===== config.mk =====
export PLATFORM = sky130hd
export DESIGN_NAME = net_resolve_pipe
export DESIGN_NICKNAME = d
export VERILOG_FILES = /design/src/rtl/net_resolve_pkg.sv /design/src/rtl/net_resolve_ch.sv /design/src/rtl/net_resolve_pipe.sv
export SDC_FILE = /design/constraint.sdc
export NUM_CORES = 1
export LEC_CHECK = 0
export ABC_CLOCK_PERIOD_IN_PS = 2100
export CORE_ASPECT_RATIO = 1.1
export CORE_MARGIN = 4
export CORE_UTILIZATION = 49
export DETAILED_ROUTE_END_ITERATION = 12
export PLACE_DENSITY = 0.76
export SYNTH_ARGS = -nofsm -noshare
export SYNTH_HDL_FRONTEND = slang
export SYNTH_SLANG_ARGS = --single-unit

===== constraint.sdc =====
create_clock -name clk -period 2.1 [get_ports clk]
set_clock_uncertainty 0.05 [all_clocks]
set_input_delay 0.21 -clock clk [delete_from_list [all_inputs] [get_ports clk]]
set_output_delay 0.21 -clock clk [all_outputs]
set_load 0.01 [all_outputs]

===== src/rtl/net_resolve_pkg.sv =====
// Shared types and the per-bit resolution rule for net_resolve_pipe.
package net_resolve_pkg;

    typedef enum logic [1:0] {
        RES_AND  = 2'd0,
        RES_OR   = 2'd1,
        RES_TRI  = 2'd2,
        RES_RSVD = 2'd3
    } res_mode_e;

    typedef struct packed {
        logic val;
        logic xz;
        logic conf;
    } bit_res_t;

    // any0/any1/anyx summarise the non-z enabled drivers of one bit.
    function automatic bit_res_t resolve_bit(input res_mode_e mode, input logic any0,
                                             input logic any1, input logic anyx);
        bit_res_t r;
        r.val  = 1'b0;
        r.xz   = 1'b0;
        r.conf = 1'b0;
        if (mode == RES_RSVD) begin
            r.val  = 1'bx;
            r.xz   = 1'b1;
            r.conf = 1'b1;
        end else if (!any0 && !any1 && !anyx) begin
            r.val = 1'bz;
            r.xz  = 1'b1;
        end else begin
            case (mode)
                RES_AND: begin
                    if (any0)      r.val = 1'b0;
                    else if (anyx) begin r.val = 1'bx; r.xz = 1'b1; end
                    else           r.val = 1'b1;
                end
                RES_OR: begin
                    if (any1)      r.val = 1'b1;
                    else if (anyx) begin r.val = 1'bx; r.xz = 1'b1; end
                    else           r.val = 1'b0;
                end
                default: begin
                    r.conf = any0 && any1;
                    if (anyx || r.conf) begin r.val = 1'bx; r.xz = 1'b1; end
                    else                r.val = any1;
                end
            endcase
        end
        return r;
    endfunction

endpackage


===== src/rtl/net_resolve_ch.sv =====
// Combinational resolver for one channel: DRV four-state drivers of W bits to one value.
module net_resolve_ch
    import net_resolve_pkg::*;
#(
    parameter int DRV = 2,
    parameter int W   = 30
) (
    input  res_mode_e              i_mode,
    input  logic [DRV-1:0]         i_en,
    input  logic [DRV-1:0][W-1:0]  i_data,
    output logic [W-1:0]           o_data,
    output logic                   o_xz,
    output logic                   o_conflict
);

    always_comb begin
        bit_res_t w_bit;
        logic     w_any0, w_any1, w_anyx;
        o_data     = '0;
        o_xz       = 1'b0;
        o_conflict = 1'b0;
        w_bit      = '0;
        w_any0     = 1'b0;
        w_any1     = 1'b0;
        w_anyx     = 1'b0;
        for (int unsigned b = 0; b < W; b++) begin
            w_any0 = 1'b0;
            w_any1 = 1'b0;
            w_anyx = 1'b0;
            // Disabled and z drivers fall through every test and are ignored.
            for (int unsigned d = 0; d < DRV; d++) begin
                if (i_en[d]) begin
                    if (i_data[d][b] === 1'b0)      w_any0 = 1'b1;
                    else if (i_data[d][b] === 1'b1) w_any1 = 1'b1;
                    else if (i_data[d][b] === 1'bx) w_anyx = 1'b1;
                end
            end
            w_bit      = resolve_bit(i_mode, w_any0, w_any1, w_anyx);
            o_data[b]  = w_bit.val;
            o_xz       = o_xz | w_bit.xz;
            o_conflict = o_conflict | w_bit.conf;
        end
    end

endmodule


===== src/rtl/net_resolve_pipe.sv =====
// Two-stage valid/ready pipeline resolving CH multi-driver nets (AND/OR/TRI per bit).
// Define XZ_STATS_EN to build saturating per-channel X/Z result counters.
module net_resolve_pipe
    import net_resolve_pkg::*;
#(
    parameter int CH    = 3,
    parameter int DRV   = 2,
    parameter int W     = 30,
    parameter int CNT_W = 16
) (
    input  logic                          clk,
    input  logic                          rst,
    input  logic                          in_valid,
    output logic                          in_ready,
    input  logic [1:0]                    in_mode,
    input  logic [CH*DRV-1:0]             in_en,
    input  logic [CH-1:0][DRV-1:0][W-1:0] in_data,
    output logic                          out_valid,
    input  logic                          out_ready,
    output logic [CH-1:0][W-1:0]          out_data,
    output logic [CH-1:0]                 out_xz,
    output logic [CH-1:0]                 out_conflict,
    input  logic                          stat_clr,
    output logic [CH-1:0][CNT_W-1:0]      stat_xz_cnt
);

    logic                          r_s1_valid;
    res_mode_e                     r_s1_mode;
    logic [CH*DRV-1:0]             r_s1_en;
    logic [CH-1:0][DRV-1:0][W-1:0] r_s1_data;
    logic                          r_s2_valid;
    logic [CH-1:0][W-1:0]          r_out_data;
    logic [CH-1:0]                 r_out_xz, r_out_conf;
    logic [CH-1:0][W-1:0]          w_res_data;
    logic [CH-1:0]                 w_res_xz, w_res_conf;
    logic                          w_s2_load, w_s1_load;

    // S2 frees the same cycle out_ready is seen, so S1 and the input unstall at once.
    assign w_s2_load = !r_s2_valid || out_ready;
    assign w_s1_load = !r_s1_valid || w_s2_load;
    assign in_ready  = w_s1_load;

    always_ff @(posedge clk) begin
        if (rst) begin
            r_s1_valid <= 1'b0;
            r_s1_mode  <= RES_AND;
            r_s1_en    <= '0;
            r_s1_data  <= '0;
        end else if (w_s1_load) begin
            r_s1_valid <= in_valid;
            if (in_valid) begin
                r_s1_mode <= res_mode_e'(in_mode);
                r_s1_en   <= in_en;
                r_s1_data <= in_data;
            end
        end
    end

    for (genvar c = 0; c < CH; c++) begin : g_ch
        net_resolve_ch #(.DRV(DRV), .W(W)) u_ch (
            .i_mode     (r_s1_mode),
            .i_en       (r_s1_en[c*DRV +: DRV]),
            .i_data     (r_s1_data[c]),
            .o_data     (w_res_data[c]),
            .o_xz       (w_res_xz[c]),
            .o_conflict (w_res_conf[c])
        );
    end

    always_ff @(posedge clk) begin
        if (rst) begin
            r_s2_valid <= 1'b0;
            r_out_data <= '0;
            r_out_xz   <= '0;
            r_out_conf <= '0;
        end else if (w_s2_load) begin
            r_s2_valid <= r_s1_valid;
            if (r_s1_valid) begin
                r_out_data <= w_res_data;
                r_out_xz   <= w_res_xz;
                r_out_conf <= w_res_conf;
            end
        end
    end

    assign out_valid    = r_s2_valid;
    assign out_data     = r_out_data;
    assign out_xz       = r_out_xz;
    assign out_conflict = r_out_conf;

`ifdef XZ_STATS_EN
    logic [CH-1:0][CNT_W-1:0] r_xz_cnt;

    always_ff @(posedge clk) begin
        if (rst || stat_clr) begin
            r_xz_cnt <= '0;
        end else if (r_s2_valid && out_ready) begin
            for (int unsigned c = 0; c < CH; c++) begin
                if (r_out_xz[c] && (r_xz_cnt[c] != '1)) r_xz_cnt[c] <= r_xz_cnt[c] + 1'b1;
            end
        end
    end

    assign stat_xz_cnt = r_xz_cnt;
`else
    logic w_unused_stat_clr;
    assign w_unused_stat_clr = stat_clr;
    assign stat_xz_cnt       = '0;
`endif

endmodule


==> reports/metrics.yaml, run 1 <==
outcome: "finished, final reports clean"
grt_util_all_layers_pct: 25.52
ff2ff_path_depth: 6
clk_pin_slew_worst_paths_ns: 0.06
p_int_mw: 9.479
cts.sinks: 286
synth_area_per_cell_sq_um: 7.606
netlist_top_cells_count: "501 x nand2_1, 299 x a21oi_1, 286 x dfxtp_1, 89 x clkbuf_1"
synth.largest_area_cell: "dfxtp_1"
placed_area_sq_um: 16110
ys_seq_area_share_pct: 44.17
cp_max_fo: 3
htree_levels: 1
regToRegEndpoint: "out_xz[2]"
cts_root_buffer: "clkbuf_16"
async_reset_ff_share_pct: 0
p_clk_share_pct: 41.0
antenna-diode-count: 0
core-area_sq_um: 26070
ant_nets: 0
ys_ff_latch: 286
hold_viol: 0
maxCapViolations: 0
grt_first_pass_wirelength_um: 60760
first_pass_iters: 5
first_global_vias: 11649
yosysTopAreaCellShare_pct: 44.17
fin_crit_ns: 1.957
postCtsSetupRepairBufs: 0
antenna_found_initial: 0
synth_area_leaders: "dfxtp_1 44%, nand2_1 15%, a21oi_1 12%"
finalInstanceArea_sq_um: 17090
drt_wl_total_um: 39210
share_comb_of_total_power_pct: 12.9
final_util_pct: 65.58
critPathLaunch: "r_s1_data[177]"
crit_type: "register to register"
hp-start: "in_en[4]"
critPathLaunchType: "register"
required_ns: 2.47
portBuffers: 289
wl_per_cell_um: 16.98
via_per_inst: 5.384
cp-endpoint: "out_xz[2]"
tightestPinTransition_ns: 0.5253
die_y_um: 178.6
slew_violations: 0
synth_area_sq_um: 12960
rows: 62
r2r-start: "r_s1_data[177]"
setup-violations-final: 0
area_delta_synth_final_pct: 31.89
rsz0062_at_grt: "false"
arrival_ns: 2.33
place_hpwl_um: 26550
globalplace.congestion: 0.8968
grt.overflow.total: 0
min_path_type: "input port to register"
slew_headroom_pct: 64.65
clk_latency_ns: 0.55
dieArea_sq_um: 29120
drt-initial-drc-count: 957
yosysWarningCount: 0
pwr-share-seq_pct: 46.1
tns_ns: 0
switchingPower_mw: 3.274
synth.most_common_cell: "nand2_1"
period_share_pct: 93.19
switching_share_pct: 25.68
cts.path.max_buffers: 3
p_per_area_nw_per_um2: 746.1
io-pin-count: 339
nNetsFinal: 2130
yosysUniqueCellTypes: 40
initial_utilization_pct: 49.73
vias: 12432
grt_max_degree: 94
drcViolationCount: 0
p_leak_nw: 6.354
netlist_instances: 1704
drive_above_1_share_pct: 5.314
cts-buffers-inserted: 30
vdd_drop_max_mv: 0.5005
cts_tree: "yes"
end_kind: "register"
rrSetupSlack_ns: 0.14
ys.flop_type: "dfxtp_1"
die_w_um: 163.1
synth_enable_flop_cells: 0
fmax_mhz: 511.0
## cell usage in the layout (no fill, tap or decap), types with 7 or more instances in the layout
| cell type | count |
|---|---|
| clkbuf_8 | 8 |
| xor2_1 | 62 |
| buf_12 | 15 |
| nand2_1 | 499 |
| nor4_1 | 14 |
| nor3_1 | 7 |
| clkbuf_16 | 31 |
| a21oi_1 | 299 |
| conb_1 | 48 |
| dfxtp_1 | 286 |
| nor2_1 | 42 |
| a21o_1 | 60 |
| clkbuf_1 | 7 |
| clkdlybuf4s50_1 | 287 |
| o21ai_0 | 63 |
| nand3_1 | 26 |
| o211ai_1 | 24 |
| and2_1 | 62 |
| nand4_1 | 10 |
| buf_4 | 25 |
| xnor2_1 | 28 |
## per-layer routing
metal / GRT usage, % / routed length (um)
met5: 0 / 0
met4: 5.488 / 739
met3: 5.107 / 3348
met2: 43.06 / 18780
met1: 34.07 / 16340
## critical path: stages (launching register included)
cell       delay (ns)
dfxtp_1          0.34
xor2_1           0.16
nor4_1           0.38
buf_4            0.19
nand4_1          0.16
a2111oi_0        0.46
nor3_1           0.10
## through the flow
step,power [mW],hold WS [ns],std cells,setup WS [ns]
after floorplan,6.862,0.2774,1751,0.3813
after global placement,7.593,0.3884,2256,0.1184
after detailed placement,7.616,0.3952,2256,0.04631
after CTS,12.82,0.1326,2309,0.1265
after global routing,13.21,0.1513,2309,0.01855
final,12.75,0.1541,2309,0.1429
## logic make-up (layout without fill, tap and decap cells)
group / after synthesis / count (layout) / synth area share [%]
xor gates and xnor gates: 90 / 90 / 6.082
DFF: 286 / 286 / 44.17
other: 1 / 48 / 0.02893
AOI/OAI and AO/OA: 477 / 477 / 21.03
and+or+nand+nor: 672 / 672 / 21.69
muxes: 1 / 1 / 0.07723
buffers and inverters: 177 / 383 / 6.921
## cell type report
cell class / instances / area, sq um
clock buffers: 45 / 898.4
clock inverters: 7 / 70.07
fillers: 2243 / 8971
inverters: 1 / 3.754
multi-input cells: 1288 / 6563
flip-flops and latches: 286 / 5725
well taps: 352 / 440.4
repair buffers: 330 / 3393
## repair_timing
item                                   CTS  global route
endpoints found under the hold margin   23             0
setup endpoints to repair                1             1
gates resized for setup                  1             1
hold buffers                             1             0
## registers in the layout (all words and copies together) (netlist names)
signal,cells
r_s1_mode,2
out_valid,1
r_s1_data,180
out_data,90
r_s1_en,6
out_xz,3
out_conflict,3
r_s1_valid,1
## power groups by stage
stage | logic (mW) | registers [mW] | clock network, mW
final | 1.64 | 5.88 | 5.23
after global routing | 1.79 | 5.91 | 5.51
after CTS | 1.64 | 5.87 | 5.30
after detailed placement | 1.62 | 5.99 | 0
after global placement | 1.61 | 5.98 | 0
after floorplan | 0.907 | 5.96 | 0
## how the worst min path moves through the flow
| stage | endpoint | slack [ns] | cells past startpoint |
|---|---|---|---|
| final | r_s1_en[4] | 0.15 | 3 |
| after global routing | r_s1_data[132] | 0.15 | 3 |
| after CTS | r_s1_en[4] | 0.13 | 3 |
| after detailed placement | out_data[66] | 0.40 | 2 |
| after global placement | out_data[62] | 0.39 | 2 |
| after floorplan | r_s1_valid | 0.28 | 2 |
No activity file was read; power rests on OpenSTA's default activity.
==> inputs of run 2 (changes only) <==
--- a/config.mk
+++ b/config.mk
@@ -8,9 +8,9 @@
 export ABC_CLOCK_PERIOD_IN_PS = 2100
 export CORE_ASPECT_RATIO = 1.1
 export CORE_MARGIN = 4
-export CORE_UTILIZATION = 49
+export CORE_UTILIZATION = 35
 export DETAILED_ROUTE_END_ITERATION = 12
-export PLACE_DENSITY = 0.76
+export PLACE_DENSITY = 0.57
 export SYNTH_ARGS = -nofsm -noshare
 export SYNTH_HDL_FRONTEND = slang
 export SYNTH_SLANG_ARGS = --single-unit
==> reports/metrics.yaml, run 2 (synthesis results as in run 1) <==
outcome: "finished, final reports clean"
nNetsFinal: 2131  # +0.047%
portBuffers: 289  # unchanged
placed_area_sq_um: 16190  # +0.45%
cp_max_fo: 4  # +1
p_int_mw: 9.965  # +5.1%
drt-initial-drc-count: 742  # -22%
clk_pin_slew_worst_paths_ns: 0.06  # about the same
period_share_pct: 97.17  # +4.0 points
arrival_ns: 2.37  # +0.04 ns
dieArea_sq_um: 40180  # +38%
drcViolationCount: 0  # unchanged
initial_utilization_pct: 35.65  # -14 points
first_global_vias: 11914  # +2.3%
largest_register_ffs: 180  # unchanged
p_leak_nw: 6.385  # +0.49%
layout_commonest_cell: "nand2_1"
hold_end: "r_s1_data[168]"
rsz0062_at_grt: "false"
grt.overflow.total: 0  # unchanged
tns_ns: 0  # unchanged
r2r-start: "r_s1_data[147]"
required_ns: 2.42  # -0.05 ns
critPathLaunchType: "register"
share_comb_of_total_power_pct: 12.3  # -0.6 points
place_hpwl_um: 28480  # +7.3%
pwr-share-seq_pct: 43.9  # -2.2 points
most-common-layout-cells: "499 x nand2_1, 299 x a21oi_1, 287 x clkdlybuf4s50_1"
ant_nets: 0  # unchanged
end_kind: "register"
die_w_um: 191.5  # +17%
regToRegEndpoint: "out_xz[2]"
ff2ff_path_depth: 5  # -1
crit_type: "register to register"
finalInstanceArea_sq_um: 17300  # +1.2%
fillerInstances: 3607  # +61%
switching_share_pct: 25.57  # -0.11 points
min_path_type: "input port to register"
globalplace.congestion: 0.8020  # -11%
rows: 73  # +18%
switchingPower_mw: 3.423  # +4.5%
tightestPinTransition_ns: 0.7419  # +0.2166 ns
cts.sinks: 286  # unchanged
wl_per_cell_um: 17.47  # +2.9%
drive_above_1_share_pct: 5.349  # +0.035 points
p_clk_share_pct: 43.8  # +2.8 points
dp_cells: 2388  # +5.9%
postCtsSetupRepairBufs: 0  # unchanged
htree_levels: 2  # +1
first_pass_iters: 5  # unchanged
fin_crit_ns: 2.041  # +0.08355 ns
clk_latency_ns: 0.51  # -0.04 ns
maxCapViolations: 0  # unchanged
hold_slack_ns: 0.1958  # +0.04171 ns
setup-violations-final: 0  # unchanged
core-area_sq_um: 36350  # +39%
via_per_inst: 4.954  # -8.0%
hold_depth: 3  # unchanged
final_util_pct: 47.60  # -18 points
p_per_area_nw_per_um2: 773.7  # +3.7%
cts_root_buffer: "clkbuf_16"
regMostFlops: "r_s1_data"
slew_violations: 0  # unchanged
grt_max_degree: 149  # +59%
cts_tree: "yes"
grt_util_all_layers_pct: 20.22  # -5.3 points
io-pin-count: 339  # unchanged
fmax_mhz: 490.0  # -4.1%
antenna_found_initial: 2  # +2
vdd_drop_max_mv: 0.5310  # +6.1%
area_delta_synth_final_pct: 33.51
hp-start: "in_data[168]"
slew_headroom_pct: 50.54  # -14 points
rrSetupSlack_ns: 0.06  # -0.08 ns
die_y_um: 209.8  # +18%
hold_viol: 0  # unchanged
cts.path.max_buffers: 3  # unchanged
cts-buffers-inserted: 34  # +13%
fin_cells: 2450  # +6.1%
grt_first_pass_wirelength_um: 66000  # +8.6%
antenna-diode-count: 0  # unchanged
vias: 12137  # -2.4%
drt_wl_total_um: 42800  # +9.2%
run 2: changes by cell type in the layout (fill, tap and decap cells not counted), sizes merged:
| cell | before | now |
|---|---|---|
| clkbuf | 46 | 49 |
| clkinv | 4 | 7 |
| buf | 40 | 38 |
| bufinv | 1 | 3 |
| clkinvlp | 1 | 0 |
| dlygate4sd2 | 1 | 0 |
| dlymetal6s2s | 0 | 1 |
| inv | 2 | 3 |
run 2: power groups by stage:
stage / clock network [mW] / registers [mW] / logic, mW
final: 5.86 / 5.88 / 1.65
after global routing: 6.24 / 5.91 / 1.80
after CTS: 6.01 / 5.88 / 1.67
after detailed placement: 0 / 5.99 / 1.66
after global placement: 0 / 5.98 / 1.65
after floorplan: 0 / 5.96 / 0.907
run 2: worst max-delay path by stage:
| stage | start | to | slack, ns | depth (start not counted) |
|---|---|---|---|---|
| detailed placement | out_ready | out_xz[2] | 0.04 | 6 |
| finish | r_s1_data[147] | out_xz[2] | 0.06 | 5 |
| global route | r_s1_data[164] | out_xz[2] | 0.05 | 5 |
| floorplan | r_s1_mode[1] | out_data[0] | 0.38 | 8 |
| global placement | out_ready | out_xz[2] | 0.08 | 6 |
| CTS | out_valid | in_ready | 0.03 | 3 |
run 2: repair_timing:
item                                    4_1_cts  5_1_grt
resized for setup                             0        1
endpoints found under the hold margin        28        0
hold buffers                                  1        0
endpoints found under the setup margin        0        1
run 2: critical path: stages, from the launching register on:
cell	delay (ns)
dfxtp_1	0.34
xor2_1	0.15
nor4_1	0.49
nand4_1	0.22
a2111oi_0	0.56
nor3_1	0.10
run 2: layout make-up:
type | count | area (sq um) | share of cell area, %
Multi-Input combinational cell | 1288 | 6560 | 37.91
Tap cell | 487 | 609.3 | 3.521
Timing Repair Buffer | 327 | 3301 | 19.07
Clock inverter | 12 | 146.4 | 0.8460
Clock buffer | 49 | 958.4 | 5.539
Inverter | 1 | 3.754 | 0.02169
Sequential cell | 286 | 5725 | 33.09
run 2: per-stage QoR:
stage	worst slack [ns]	total power, mW
2_1_floorplan	0.3813	6.862
3_3_place_gp	0.08461	7.637
3_5_place_dp	0.04440	7.652
4_1_cts	0.03172	13.56
5_1_grt	0.05011	13.95
6_report	0.05936	13.39
run 2: routing by layer:
| layer | track usage, % | part of all wire [%] |
|---|---|---|
| met1 | 26.99 | 44 |
| met2 | 33.78 | 47 |
| met3 | 4.441 | 7.2 |
| met4 | 4.162 | 1.6 |
| met5 | 0 | 0.056 |
